===== config.mk =====
export PLATFORM = sky130hd
export DESIGN_NAME = id_ex_stage
export DESIGN_NICKNAME = d
export VERILOG_FILES = /design/src/rtl/id_ex_stage_pkg.sv /design/src/rtl/id_ex_fwd_mux.sv /design/src/rtl/id_ex_stage.sv
export SDC_FILE = /design/constraint.sdc
export NUM_CORES = 1
export LEC_CHECK = 0
export ABC_AREA = 1
export CAP_MARGIN = 20
export CORE_UTILIZATION = 37
export CTS_CLUSTER_SIZE = 8
export DETAILED_ROUTE_END_ITERATION = 10
export PLACE_DENSITY = 0.78
export SLEW_MARGIN = 20
export SYNTH_ARGS = -nofsm -noshare
export SYNTH_HDL_FRONTEND = slang
export SYNTH_SLANG_ARGS = --single-unit

===== constraint.sdc =====
create_clock -name clk -period 2.25 [get_ports clk]
set_input_delay 0.3375 -clock clk [delete_from_list [all_inputs] [get_ports clk]]
set_output_delay 0.3375 -clock clk [all_outputs]
set_load 0.01 [all_outputs]

===== src/rtl/id_ex_stage_pkg.sv =====
// Shared constants for the decode-to-execute stage: datapath widths, the zero
// register index and the ALU opcode encodings.
package id_ex_stage_pkg;

    localparam int XLEN     = 32;
    localparam int REGW     = 5;
    localparam int OPW      = 5;
    localparam int REG_ZERO = 0;

    localparam logic [OPW-1:0] ALU_ADD  = 5'd0;
    localparam logic [OPW-1:0] ALU_SUB  = 5'd1;
    localparam logic [OPW-1:0] ALU_AND  = 5'd2;
    localparam logic [OPW-1:0] ALU_OR   = 5'd3;
    localparam logic [OPW-1:0] ALU_XOR  = 5'd4;
    localparam logic [OPW-1:0] ALU_SLL  = 5'd5;
    localparam logic [OPW-1:0] ALU_SRL  = 5'd6;
    localparam logic [OPW-1:0] ALU_SRA  = 5'd7;
    localparam logic [OPW-1:0] ALU_SLT  = 5'd8;
    localparam logic [OPW-1:0] ALU_SLTU = 5'd9;

endpackage


===== src/rtl/id_ex_fwd_mux.sv =====
// Operand forwarding for one source register: x0, then EX/MEM (non-load),
// then WB, then the register-file read value.
module id_ex_fwd_mux
    import id_ex_stage_pkg::*;
#(
    parameter int XW = XLEN,
    parameter int RW = REGW
) (
    input  logic [RW-1:0] rs,
    input  logic [XW-1:0] rf_val,
    input  logic          exm_wb_en,
    input  logic          exm_is_load,
    input  logic [RW-1:0] exm_rd,
    input  logic [XW-1:0] exm_res,
    input  logic          wb_en,
    input  logic [RW-1:0] wb_rd,
    input  logic [XW-1:0] wb_res,
    output logic [XW-1:0] val
);

    always_comb begin
        val = rf_val;
        if (rs == RW'(REG_ZERO)) begin
            val = '0;
        end else if (exm_wb_en && !exm_is_load && exm_rd == rs) begin
            val = exm_res;
        end else if (wb_en && wb_rd == rs) begin
            val = wb_res;
        end
    end

endmodule


===== src/rtl/id_ex_stage.sv =====
// ID/EX pipeline register with operand forwarding and load-use bubbles.
// Optional hazard-stall counter enabled by defining IDEX_STALL_CNT_EN.
module id_ex_stage
    import id_ex_stage_pkg::*;
(
    input  logic             clk,
    input  logic             rst,
    input  logic             in_valid,
    output logic             in_ready,
    input  logic [OPW-1:0]   in_alu_op,
    input  logic [REGW-1:0]  in_rs1,
    input  logic [REGW-1:0]  in_rs2,
    input  logic [REGW-1:0]  in_rd,
    input  logic [XLEN-1:0]  in_rs1_val,
    input  logic [XLEN-1:0]  in_rs2_val,
    input  logic [XLEN-1:0]  in_imm,
    input  logic             in_use_imm,
    input  logic             in_is_load,
    input  logic             in_wb_en,
    input  logic             exm_wb_en,
    input  logic             exm_is_load,
    input  logic [REGW-1:0]  exm_rd,
    input  logic [XLEN-1:0]  exm_res,
    input  logic             wb_en,
    input  logic [REGW-1:0]  wb_rd,
    input  logic [XLEN-1:0]  wb_res,
    input  logic             flush,
    output logic             out_valid,
    input  logic             out_ready,
    output logic [OPW-1:0]   out_alu_op,
    output logic [XLEN-1:0]  out_r1,
    output logic [XLEN-1:0]  out_r2,
    output logic [REGW-1:0]  out_rd,
    output logic             out_wb_en,
    output logic             out_is_load,
    output logic [31:0]      stall_cycles
);

    // Handshake: a transfer happens on a cycle where valid & ready are both high;
    // out_* stay frozen while out_valid & ~out_ready, and nothing is accepted then.
    logic            valid_q, valid_d;
    logic [OPW-1:0]  alu_op_q, alu_op_d;
    logic [XLEN-1:0] r1_q, r1_d, r2_q, r2_d;
    logic [REGW-1:0] rd_q, rd_d;
    logic            wb_en_q, wb_en_d;
    logic            is_load_q, is_load_d;

    logic [XLEN-1:0] fwd1, fwd2;
    logic            haz1, haz2, hazard, slot_free, xfer_in, xfer_out;

    id_ex_fwd_mux #(.XW(XLEN), .RW(REGW)) u_fwd1 (
        .rs(in_rs1), .rf_val(in_rs1_val),
        .exm_wb_en(exm_wb_en), .exm_is_load(exm_is_load), .exm_rd(exm_rd), .exm_res(exm_res),
        .wb_en(wb_en), .wb_rd(wb_rd), .wb_res(wb_res), .val(fwd1)
    );

    id_ex_fwd_mux #(.XW(XLEN), .RW(REGW)) u_fwd2 (
        .rs(in_rs2), .rf_val(in_rs2_val),
        .exm_wb_en(exm_wb_en), .exm_is_load(exm_is_load), .exm_rd(exm_rd), .exm_res(exm_res),
        .wb_en(wb_en), .wb_rd(wb_rd), .wb_res(wb_res), .val(fwd2)
    );

    // A load one or two stages ahead has no data yet, so a matching source must wait.
    always_comb begin
        haz1 = (in_rs1 != REGW'(REG_ZERO)) &&
               ((valid_q && is_load_q && wb_en_q && rd_q == in_rs1) ||
                (exm_wb_en && exm_is_load && exm_rd == in_rs1));
        haz2 = !in_use_imm && (in_rs2 != REGW'(REG_ZERO)) &&
               ((valid_q && is_load_q && wb_en_q && rd_q == in_rs2) ||
                (exm_wb_en && exm_is_load && exm_rd == in_rs2));
        hazard    = haz1 || haz2;
        slot_free = !valid_q || out_ready;
        in_ready  = slot_free && !hazard && !flush;
        xfer_in   = in_valid && in_ready;
        xfer_out  = valid_q && out_ready;
    end

    always_comb begin
        valid_d   = valid_q;
        alu_op_d  = alu_op_q;
        r1_d      = r1_q;
        r2_d      = r2_q;
        rd_d      = rd_q;
        wb_en_d   = wb_en_q;
        is_load_d = is_load_q;
        if (flush) begin
            valid_d = 1'b0;
        end else if (xfer_in) begin
            valid_d   = 1'b1;
            alu_op_d  = in_alu_op;
            r1_d      = fwd1;
            r2_d      = in_use_imm ? in_imm : fwd2;
            rd_d      = in_rd;
            wb_en_d   = in_wb_en;
            is_load_d = in_is_load;
        end else if (xfer_out) begin
            valid_d = 1'b0;
        end
    end

    always_ff @(posedge clk or posedge rst) begin
        if (rst) begin
            valid_q   <= 1'b0;
            alu_op_q  <= '0;
            r1_q      <= '0;
            r2_q      <= '0;
            rd_q      <= '0;
            wb_en_q   <= 1'b0;
            is_load_q <= 1'b0;
        end else begin
            valid_q   <= valid_d;
            alu_op_q  <= alu_op_d;
            r1_q      <= r1_d;
            r2_q      <= r2_d;
            rd_q      <= rd_d;
            wb_en_q   <= wb_en_d;
            is_load_q <= is_load_d;
        end
    end

    assign out_valid   = valid_q;
    assign out_alu_op  = alu_op_q;
    assign out_r1      = r1_q;
    assign out_r2      = r2_q;
    assign out_rd      = rd_q;
    assign out_wb_en   = wb_en_q;
    assign out_is_load = is_load_q;

`ifdef IDEX_STALL_CNT_EN
    // Counts only hazard stalls; back-pressure cycles are not included.
    logic [31:0] stall_q, stall_d;

    always_comb begin
        stall_d = stall_q;
        if (in_valid && !flush && hazard && slot_free) begin
            stall_d = stall_q + 32'd1;
        end
    end

    always_ff @(posedge clk or posedge rst) begin
        if (rst) begin
            stall_q <= '0;
        end else begin
            stall_q <= stall_d;
        end
    end

    assign stall_cycles = stall_q;
`else
    assign stall_cycles = 32'd0;
`endif

endmodule


# Yosys cells after proc, flatten, opt, wreduce, memory -nomap -nowiden
# Cells that the tools add are included.
[totals] out_inout_bits=110 input_bits=201 register_bits=77
[classes] bitwise=1 muxes=10 reduce_logical=34 eq_ne=6
[ops] op="32-bit two-way mux" n=7
[ops] op="5-bit equality test" n=6
[ops] op="1-bit logical AND" n=19
[ops] op="5-bit zero test" n=2
[ops] op="5-bit nonzero test" n=2
[ops] op="1-bit zero test" n=5
[ops] op="1-bit logical OR" n=4
[ops] op="1-bit two-way mux" n=3
[ops] op="3-bit nonzero test" n=1
[ops] op="2-bit AND reduction" n=1
[ops] op="1-bit NOT" n=1

# Longest topological paths before layout
# Gate-level depths: netlist of the first run.
[depth] depth_word=12 mapped_depth=14 ltp_nobuf=13

# Modules after synthesis
# A second synthesis of the first run with hierarchy kept.
[unflattened] hier_cells=1180 area_unflattened_um2=6930.4
[by_module_without_submodules] module="id_ex_stage" n_inst=1 seq_area_each_um2=1926.8 cells_per_inst=580 area_each_um2=4252.8
[by_module_without_submodules] module="id_ex_fwd_mux" n_inst=2 seq_area_each_um2=0.0 cells_per_inst=300 area_each_um2=1338.8

# Worst setup path before layout of the first run
# OpenSTA, ideal clock, no wires.
[synth_path] path_type="flip-flop to flip-flop" from="reg rd_q[3], in the netlist out_rd[3]" to="reg rd_q[0], in the netlist out_rd[0]" setup_ps=116 path_slack_ps=681 arrival_ps=1453 required_time_ps=2134 stages_incl_launch_ff=12 path_buffers=2 path_cell_list="dfrtp_1 > inv_1 > o21ai_0 > nor2_1 > nand3_1 > nand2_1 > nand2_1 > nand4_2 > buf_4 > buf_2 > nand2_1 > nand2_1"
[synth_via] elab_chain_cells=10
[synth_rtl] element="start: declaration" line_no="id_ex_stage.sv:44" source="logic [REGW-1:0] rd_q, rd_d;"
[synth_rtl] element="start signal: assignment" line_no="id_ex_stage.sv:115" source="rd_q <= rd_d;"
[synth_rtl] element="5-bit equality test, on equally long branches" line_no="id_ex_stage.sv:66, id_ex_stage.sv:69"
[synth_rtl] element="1-bit logical AND, on equally long branches" line_no="id_ex_stage.sv:66, id_ex_stage.sv:69"
[synth_rtl] element="1-bit logical OR, on equally long branches" line_no="id_ex_stage.sv:66, id_ex_stage.sv:69"
[synth_rtl] element="1-bit logical AND, on equally long branches" line_no="id_ex_stage.sv:65, id_ex_stage.sv:68"
[synth_rtl] element="1-bit logical OR (*)" line_no="id_ex_stage.sv:71" source="hazard = haz1 || haz2;"
[synth_rtl] element="1-bit zero test (*)" line_no="id_ex_stage.sv:73" source="in_ready = slot_free && !hazard && !flush;"
[synth_rtl] element="1-bit logical AND (*) (2 in series)" line_no="id_ex_stage.sv:73"
[synth_rtl] element="1-bit logical AND (*)" line_no="id_ex_stage.sv:74" source="xfer_in = in_valid && in_ready;"
[synth_rtl] element="2-bit AND reduction (no source line) (*)"
# Every way passes the cells marked *; elsewhere a longest branch is shown, timed or not.
# A chain may end at the register's enable or synchronous reset.

# Final worst setup path of the first run
[layout_path] from="in exm_rd[1]" to="out in_ready"
[layout_via] elab_chain_cells=8
[layout_rtl] element="start: declaration" line_no="id_ex_stage.sv:22" source="input logic [REGW-1:0] exm_rd,"
[layout_rtl] element="5-bit equality test, on equally long branches" line_no="id_ex_stage.sv:67, id_ex_stage.sv:70"
[layout_rtl] element="1-bit logical AND, on equally long branches" line_no="id_ex_stage.sv:67, id_ex_stage.sv:70"
[layout_rtl] element="1-bit logical OR, on equally long branches" line_no="id_ex_stage.sv:66, id_ex_stage.sv:69"
[layout_rtl] element="1-bit logical AND, on equally long branches" line_no="id_ex_stage.sv:65, id_ex_stage.sv:68"
[layout_rtl] element="1-bit logical OR (*)" line_no="id_ex_stage.sv:71"
[layout_rtl] element="1-bit zero test (*)" line_no="id_ex_stage.sv:73"
[layout_rtl] element="1-bit logical AND (*) (2 in series)" line_no="id_ex_stage.sv:73"
[layout_rtl] element="end: declaration" line_no="id_ex_stage.sv:9" source="output logic in_ready,"
# Marks and branches as above.

==> results of run 1 <==
## worst paths after layout
path                            startpoint            end  slack [ns]
max in group asynchronous              rst      out_r1[0]        1.45
worst min-delay path                   rst  out_alu_op[3]        0.47
min in group clk                out_r2[13]     out_r2[13]        0.48
worst max register to register   out_rd[2]     out_r1[20]        0.43
worst max-delay path             exm_rd[1]       in_ready        0.08
worst min register to register  out_r2[13]     out_r2[13]        0.48
## through the flow
step	instances	utilization (%)	cell area, um^2
final	1504	60.3	9640
after floorplan	1043	-	6230
after global routing	1504	60.3	9640
after detailed placement	1487	57.9	9260
after global placement	1487	57.9	9260
after CTS	1503	60.0	9600
## worst min-delay path, stage by stage
cell and delay (ns):
clkdlybuf4s50_1 0.44, clkinvlp_4 0.10, buf_12 0.37
## registers in the layout, indices dropped and copies added (netlist names)
register and count:
out_wb_en 1, out_r1 32, out_rd 5, out_r2 32
out_valid 1, out_alu_op 5, out_is_load 1
## cell families (layout without fill, tap and decap cells)
group,count (synthesis),in the layout
and+or+nand+nor,724,724
DFF,77,77
AOI/OAI and AO/OA,46,46
xor gates and xnor gates,9,9
other,1,32
buffers and inverters,155,400
## routing by layer
| metal | routed length [um] | global-route usage [%] |
|---|---|---|
| met1 | 10100 | 37.4 |
| met2 | 12400 | 51.7 |
| met4 | 613 | 10.5 |
| met3 | 2540 | 6.31 |
| met5 | 0 | 0 |
## timing repair
action / in CTS / in global routing
setup buffers: 0 / 1
gates resized for setup: 1 / 13
endpoints found under the setup margin: 1 / 1
pin swaps: 0 / 1
endpoints found under the hold margin: 0 / 0
## power by group
part / switching [mW] / total [mW] / internal [mW]
Sequential: 0.150 / 1.77 / 1.62
Combinational: 0.908 / 1.93 / 1.02
Clock: 0.685 / 1.77 / 1.09
Total: 1.74 / 5.47 / 3.73
## synthesized netlist by cell type (8+ instances only)
library cell	instances	area, um^2
nand2_1	500	1880
nor2_1	79	297
dfrtp_1	77	1930
nand3_1	69	345
inv_1	53	199
o21ai_0	38	190
nand4_1	36	225
buf_4	33	248
nand3b_1	32	240
clkbuf_1	28	105
buf_2	24	120
buf_6	8	90.1
inv_2	8	30.0
## cell type report
type	count	area, um^2	area share, %
well taps	216	270	2.80
inverters	61	233	2.41
flip-flops and latches	77	1930	20.0
clock buffers	9	225	2.34
clock inverters	7	121	1.26
repair buffers	323	3330	34.5
multi-input cells	811	3540	36.7
==> results.py, run 1 <==
metrics = {
    "outcome": {
        "status": "completed",
    },
    "logic_synthesis": {
        "synth-compound-area-share_pct": 3.91,
        "synth_seq_cells": 77,
        "synth-xor-area-share_pct": 1.29,
        "synthCells": 1012,
        "yosysSeqAreaShare_pct": 31.5,
        "synth_mux_area_share_pct": 0,
        "synth_enable_flop_cells": 0,
        "synthSimpleGateAreaFrac_pct": 50.2,
        "synth_top_flop_cell": "dfrtp_1",
        "synth.cell_area_um2": 6110,
        "synthAdderAreaFrac_pct": 0,
        "async_reset_ff_share_pct": 100,
        "synth_top_family_by_area": "simple AND/OR/NAND/NOR gates",
        "synth_warnings": 0,
        "syn_avg_cell_area_um2": 6.04,
        "netlist-cell-type-count": 28,
    },
    "sta": {
        "tns_ns": 0,
        "finalHoldViolations": 0,
        "worst_slack_ns": 0.0753,
        "rsz0062_at_grt": "no",
        "holdWs_ns": 0.465,
        "max_freq_mhz": 460,
        "setup_viol": 0,
        "period_share_pct": 96.7,
        "fin_crit_ns": 2.17,
        "drv_slew": 0,
        "skew_ns": 0.00514,
    },
    "grt": {
        "grt_pass1_wl_um": 38300,
        "grt_usage_pct": 30.1,
        "grt_overflow": 0,
        "antenna_found_initial": 0,
        "grt_pass1_vias": 6969,
        "grt_max_degree": 78,
    },
    "floorplanning": {
        "initial_core_util_pct": 38.2,
        "num_rows": 46,
        "fp.dieH_um": 130,
        "fp.dieW_um": 130,
        "die_area_um2": 17000,
        "core_area_um2": 16000,
        "io_pins": 311,
    },
    "setup_path": {
        "cp_num_cells": 11,
        "start_kind": "primary input",
        "path_cells": "clkdlybuf4s50_1 > inv_1 > nand2_1 > nand2_1 > nor2_2 > nand4_1 > nand2_1 > nand2_1 > nand3_2 > inv_1 > dlygate4sd2_1",
        "crit_fanout": 3,
        "cp.required_ns": 1.91,
        "worst_path_most_repeated_cell": "nand2_1",
        "max_stage_delay_ns": 0.53,
        "crit_type": "in -> out",
        "worst_setup_path_end_kind": "primary output",
        "timing.critical_path.buf_inv": 4,
        "cpMaxStageDelayCell": "clkdlybuf4s50_1",
        "path_delay_family": "buffers and inverters",
        "arrival_ns": 1.84,
        "r2r_cells": 13,
    },
    "hold_path": {
        "min_path_type": "in -> async",
    },
    "finish": {
        "final_cell_mix": "nand2_1 (500), clkdlybuf4s50_1 (268), dfrtp_1 (77), nor2_1 (74), nand3_1 (69)",
        "n_fill_cell": 1528,
        "mostFrequentLayoutCell": "nand2_1",
        "final_nets": 1484,
        "area_growth_pct": 57.8,
        "num_antenna_cells": 0,
        "drive_gt1_share_pct": 6.52,
    },
    "drt": {
        "postRouteAntennaNets": 0,
        "viasPerCell": 5.06,
        "dr_total_vias": 7613,
        "drc": 0,
        "wirelength_um": 25600,
        "initialDrtViolationCount": 637,
        "post_drt_wl_per_cell_um": 17.1,
        "dr.pass1.iters": 7,
    },
    "power_and_ir_drop": {
        "cellPowerDensity_nw_per_um2": 568,
        "p_leak_nw": 5.01,
        "power_mw": 5.47,
        "ir_drop_v": 0.000388,
    },
    "clocking": {
        "cts_inserted_buffers": 9,
        "clk_pin_slew_ns": 0.07,
        "h-tree-depth": 3,
        "cts-root-buf": "clkbuf_16",
        "clockBufferDepth": 2,
        "clkLatencyLatePin_ns": 0.35,
        "cts.sinks": 77,
        "cts_tree": "yes",
        "postCtsHoldBufs": 0,
    },
    "placed_design": {
        "port-buffer-count": 278,
        "hpwlAfterDp_um": 18800,
        "gp_congestion": 0.899,
        "preCtsSetupSlack_ns": -0.190,
    },
    "run": {
        "cap_violations": 0,
    },
}
Note: power is estimated with default switching activity, not from simulation.
==> inputs of run 2 (changes only) <==
Settings changed: CORE_UTILIZATION 37 to 30, CTS_BUF_LIST from default to sky130_fd_sc_hd__clkbuf_8, PLACE_DENSITY 0.78 to 0.66.
==> run 2 against run 1 <==
Compared with the run above:
- core utilization is 11 points lower
- fmax up 1.2%
- die area rose by 23%
- clock-buffer cell count is the same
- non-clock buffer count rose by 6
- cell count increased by 3.9%
- largest power group unchanged
==> results.py, run 2 (same netlist as run 1, synthesis figures left out) <==
metrics = {
    "drt": {
        "viasPerCell": 4.69,
        "drc": 0,
        "post_drt_wl_per_cell_um": 17.0,
        "wirelength_um": 26600,
        "dr.pass1.iters": 5,
        "dr_total_vias": 7330,
        "initialDrtViolationCount": 407,
        "postRouteAntennaNets": 0,
    },
    "clocking": {
        "h-tree-depth": 3,
        "cts.sinks": 77,
        "clockBufferDepth": 2,
        "cts_inserted_buffers": 9,
        "clkLatencyLatePin_ns": 0.39,
        "cts_tree": "yes",
        "clk_pin_slew_ns": 0.09,
        "postCtsHoldBufs": 0,
        "cts-root-buf": "clkbuf_8",
    },
    "setup_path": {
        "reg2reg_from": "out_rd[3]",
        "cpMaxStageDelayCell": "clkdlybuf4s50_1",
        "start_kind": "primary input",
        "reg2reg_to": "out_r1[18]",
        "arrival_ns": 1.81,
        "path_cells": "clkdlybuf4s50_1 > xor2_1 > nor2_1 > nand4_1 > nand2_1 > nand2_1 > nand3_2 > inv_1 > dlygate4sd2_1",
        "critPathLaunch": "exm_rd[1]",
        "r2r_cells": 12,
        "worst_setup_path_end_kind": "primary output",
        "r2r_slack_ns": 0.42,
        "crit_type": "in -> out",
        "cp.required_ns": 1.91,
        "worst_path_most_repeated_cell": "nand2_1",
        "crit_fanout": 3,
        "max_stage_delay_ns": 0.46,
        "critPathCapture": "in_ready",
    },
    "placed_design": {
        "hpwlAfterDp_um": 20400,
        "place_inst": 1541,
        "gp_congestion": 0.896,
        "place_area_um2": 9360,
        "port-buffer-count": 278,
        "preCtsSetupSlack_ns": -0.221,
    },
    "power_and_ir_drop": {
        "p_leak_nw": 5.00,
        "p_sw_share_pct": 35.1,
        "p_switching_mw": 1.72,
        "p_comb_share_pct": 39.5,
        "intPower_mw": 3.19,
        "ir_drop_v": 0.000324,
        "cellPowerDensity_nw_per_um2": 510,
        "clock_power_share_pct": 24.5,
        "p_seq_share_pct": 36.0,
    },
    "hold_path": {
        "min_path_type": "in -> async",
    },
    "finish": {
        "instances_no_fill": 1562,
        "multi_input_area_um2": 3560,
        "final_nets": 1490,
        "seqCellArea_um2": 1930,
        "area_growth_pct": 57.6,
        "drive_gt1_share_pct": 7.34,
        "final_cell_mix": "nand2_1 (499), clkdlybuf4s50_1 (265), dfrtp_1 (76), nor2_1 (74), nand3_1 (69)",
        "mostFrequentLayoutCell": "nand2_1",
        "design_area_um2": 9630,
        "n_fill_cell": 2050,
    },
    "floorplanning": {
        "fp.dieH_um": 145,
        "initial_core_util_pct": 31.0,
        "num_rows": 51,
        "fp.dieW_um": 145,
        "die_area_um2": 20900,
        "io_pins": 311,
        "core_area_um2": 19700,
    },
    "grt": {
        "antenna_found_initial": 4,
        "grt_usage_pct": 25.0,
        "grt_pass1_vias": 6728,
        "grt_pass1_wl_um": 38500,
        "grt_overflow": 0,
        "grt_max_degree": 37,
    },
    "sta": {
        "worst_slack_ns": 0.101,
        "rsz0062_at_grt": "no",
        "holdWs_ns": 0.276,
        "fin_crit_ns": 2.15,
        "tns_ns": 0,
        "drv_slew": 0,
        "setup_viol": 0,
        "period_share_pct": 95.5,
        "finalHoldViolations": 0,
        "skew_ns": 0.0187,
        "max_freq_mhz": 465,
    },
    "outcome": {
        "status": "completed",
    },
    "run": {
        "cap_violations": 0,
    },
}
==> run 2: changes by cell type in the layout (fill, tap and decap cells not counted), sizes merged <==
cell           delta
clkdlybuf4s50     -3
dlygate4sd2       +3
bufinv            -2
buf               +6
diode             +3
inv               +5
clkinvlp          -3
==> run 2: worst max-delay path: cells and delay by family <==
kind,cells,cell delay [ns]
xor gates and xnor gates,1,0.18
buffers and inverters,3,0.77
and+or+nand+nor,5,0.52
==> run 2: cell type report <==
class	instances	area share [%]
sequential	77	20.0
multi-input combinational	811	36.9
clock inverter	7	0.910
tap	265	3.44
timing repair buffer	329	34.9
clock buffer	9	1.29
antenna	3	0.0780
inverter	61	2.42
==> run 2: power by group through the flow <==
stage	Clock, mW	Combinational [mW]	Sequential, mW
after detailed placement	0	1.94	1.78
final	1.20	1.94	1.77
after floorplan	0	0.701	1.88
after global placement	0	1.93	1.79
after global routing	1.29	2.12	1.80
after CTS	1.26	1.94	1.77
==> run 2: routing by layer <==
layer | up-vias | track usage [%] | part of all wire [%]
met1 | 3301 | 30.2 | 41
li1 | 3653 | - | -
met3 | 36 | 7.17 | 9.4
met2 | 338 | 42.6 | 47
met5 | - | 0 | 0.038
met4 | 2 | 7.53 | 1.9
==> run 2: metrics by stage <==
step | power, mW | util, %
after global placement | 3.72 | 47.4
final | 4.91 | 48.8
after global routing | 5.20 | 48.8
after CTS | 4.97 | 48.5
after floorplan | 2.59 | -
after detailed placement | 3.73 | 47.4
==> run 2: how the worst min path moves through the flow <==
stage               start         end  cells past startpoint
2_1_floorplan       flush   out_valid                      1
5_1_grt               rst  out_r1[26]                      2
6_report              rst  out_r1[26]                      2
4_1_cts               rst  out_r1[26]                      2
3_3_place_gp   out_r1[20]  out_r1[20]                      2
3_5_place_dp   out_r1[27]  out_r1[27]                      2
==> run 2: timing repair <==
item                       CTS  global route
setup endpoints to repair    1             1
setup buffers                0             2
pin swaps                    0             2
resized for setup            4            19
==> inputs of run 3 (changes only) <==
Settings changed: CORE_UTILIZATION 30 to 38, GPL_TIMING_DRIVEN from default to 0, PLACE_DENSITY 0.66 to 0.8.
==> run 3 against run 2 <==
Compared with the run above:
- cell count decreased by 0.58%
- final area is 0.82% lower
- via count rose by 3.6%
- die area fell by 21%
- non-clock buffer count grew 48
- sequential power about the same
- clock-buffer cell count did not move
- critical path depth up 2
- hold slack improved by 0.017 ns
- combinational power barely moved
- total power down 1.5%
- sequential share of layout area is 0.17 points higher
- critical endpoint unchanged
==> results.py, run 3 (same netlist as run 1, synthesis figures left out) <==
metrics = {
    "floorplanning": {
        "core_area_um2": 15400,
        "die_area_um2": 16600,
        "fp.dieW_um": 129,
        "fp.dieH_um": 129,
        "io_pins": 311,
        "num_rows": 45,
        "initial_core_util_pct": 39.6,
    },
    "setup_path": {
        "max_stage_delay_ns": 0.50,
        "start_kind": "primary input",
        "worst_setup_path_end_kind": "primary output",
        "timing.critical_path.buf_inv": 4,
        "cpMaxStageDelayCell": "clkdlybuf4s50_1",
        "path_cells": "clkdlybuf4s50_1 > inv_2 > nand2_1 > nand2_1 > nor2_2 > nand4_1 > nand2_1 > nand2_2 > nand3_2 > inv_1 > dlygate4sd2_1",
        "arrival_ns": 1.86,
        "crit_fanout": 6,
        "path_delay_family": "buffers and inverters",
        "cp.required_ns": 1.91,
        "crit_type": "in -> out",
        "worst_path_most_repeated_cell": "nand2_1",
    },
    "drt": {
        "drc": 0,
        "initialDrtViolationCount": 520,
        "post_drt_wl_per_cell_um": 16.6,
        "dr.pass1.iters": 5,
        "dr_total_vias": 7593,
        "wirelength_um": 25700,
        "postRouteAntennaNets": 0,
        "viasPerCell": 4.89,
    },
    "sta": {
        "relSlewSlack_pct": 55.7,
        "worst_slew_pin_slew_ns": 0.665,
        "rsz0062_at_grt": "yes",
        "skew_ns": 0.0114,
        "max_freq_mhz": 455,
        "holdWs_ns": 0.293,
        "fin_crit_ns": 2.20,
        "worst_slack_ns": 0.0542,
        "finalHoldViolations": 0,
        "drv_slew": 0,
        "tns_ns": 0,
        "setup_viol": 0,
        "period_share_pct": 97.6,
    },
    "grt": {
        "grt_max_degree": 33,
        "grt_pass1_wl_um": 38200,
        "antenna_found_initial": 0,
        "grt_overflow": 0,
        "grt_usage_pct": 30.8,
        "grt_pass1_vias": 7174,
    },
    "clocking": {
        "clkLatencyLatePin_ns": 0.39,
        "postCtsHoldBufs": 0,
        "clk_pin_slew_ns": 0.09,
        "cts_inserted_buffers": 9,
        "h-tree-depth": 3,
        "clockBufferDepth": 2,
        "cts-root-buf": "clkbuf_8",
        "cts.sinks": 77,
        "cts_tree": "yes",
    },
    "finish": {
        "design_area_um2": 9550,
        "fin_util_pct": 61.9,
        "num_antenna_cells": 0,
        "instances_no_fill": 1553,
        "area_growth_pct": 56.3,
        "drive_gt1_share_pct": 8.49,
        "final_cell_mix": "nand2_1 (499), clkdlybuf4s50_1 (265), dfrtp_1 (76), nor2_1 (74), nand3_1 (69)",
        "final_nets": 1538,
        "mostFrequentLayoutCell": "nand2_1",
    },
    "outcome": {
        "status": "completed",
    },
    "power_and_ir_drop": {
        "ir_drop_v": 0.000301,
        "cellPowerDensity_nw_per_um2": 507,
        "power_mw": 4.84,
        "p_leak_nw": 5.00,
    },
    "placed_design": {
        "place_area_um2": 9310,
        "hpwlAfterDp_um": 20400,
        "port-buffer-count": 277,
        "preCtsSetupSlack_ns": -0.494,
        "place_inst": 1533,
        "gp_congestion": 0.951,
    },
    "hold_path": {
        "min_path_type": "in -> async",
    },
    "run": {
        "cap_violations": 0,
    },
}
[run 3: changes by cell type in the layout (fill, tap and decap cells not counted), moves of 2 or more]
cell	before	now
nor2_2	4	6
diode_2	3	0
dlygate4sd2_1	4	12
buf_6	0	8
clkbuf_1	0	27
dlymetal6s2s_1	9	0
buf_2	0	24
buf_12	14	2
nor2_4	5	3
[run 3: path summary, 6_finish.rpt]
check,start,endpoint,slack [ns],cells past startpoint
setup reg to reg,out_rd[1],out_r2[16],0.27,9
hold / removal,rst,out_r1[25],0.29,2
hold reg to reg,out_alu_op[1],out_alu_op[1],0.48,2
min in group clk,in_rd[2],out_rd[2],0.47,3
setup / recovery,in_rs2[1],in_ready,0.05,11
max in group asynchronous,rst,out_r2[30],1.46,3
[run 3: final cells by class]
class                           count  area [um^2]
Inverter                           61          233
Clock buffer                        9          124
Multi-Input combinational cell    811         3520
Buffer                             94          568
Timing Repair Buffer              283         2830
Clock inverter                      7         80.1
Sequential cell                    77         1930
Tap cell                          211          264
Fill cell                        1537         5880
[run 3: layer usage]
metal | up-vias | wire (um) | global-route usage [%]
li1 | 3742 | - | -
met1 | 3470 | 10500 | 37.4
met2 | 344 | 12300 | 53.6
met3 | 37 | 2360 | 6.74
met4 | 0 | 608 | 10.9
met5 | - | 0 | 0
[run 3: repair_timing]
item | 4_1_cts | 5_1_grt
setup buffers | 2 | 2
endpoints found under the setup margin | 18 | 34
pin swaps | 0 | 3
gates resized for setup | 17 | 8
[run 3: power breakdown]
| part | switching (mW) | total, mW | internal (mW) |
|---|---|---|---|
| sequential | 0.147 | 1.76 | 1.62 |
| clock | 0.614 | 1.14 | 0.530 |
| combinational | 0.914 | 1.93 | 1.02 |
[run 3: worst reg2reg max path, cell delays in order, from the launching register on]
cell and delay, ns:
dfrtp_1 0.46, xor2_1 0.18, nor2_1 0.14, nand3_1 0.09, nand2_1 0.08, nand2_1 0.08
nand4_2 0.14, clkbuf_1 0.54, nand2_1 0.11, nand2_1 0.10
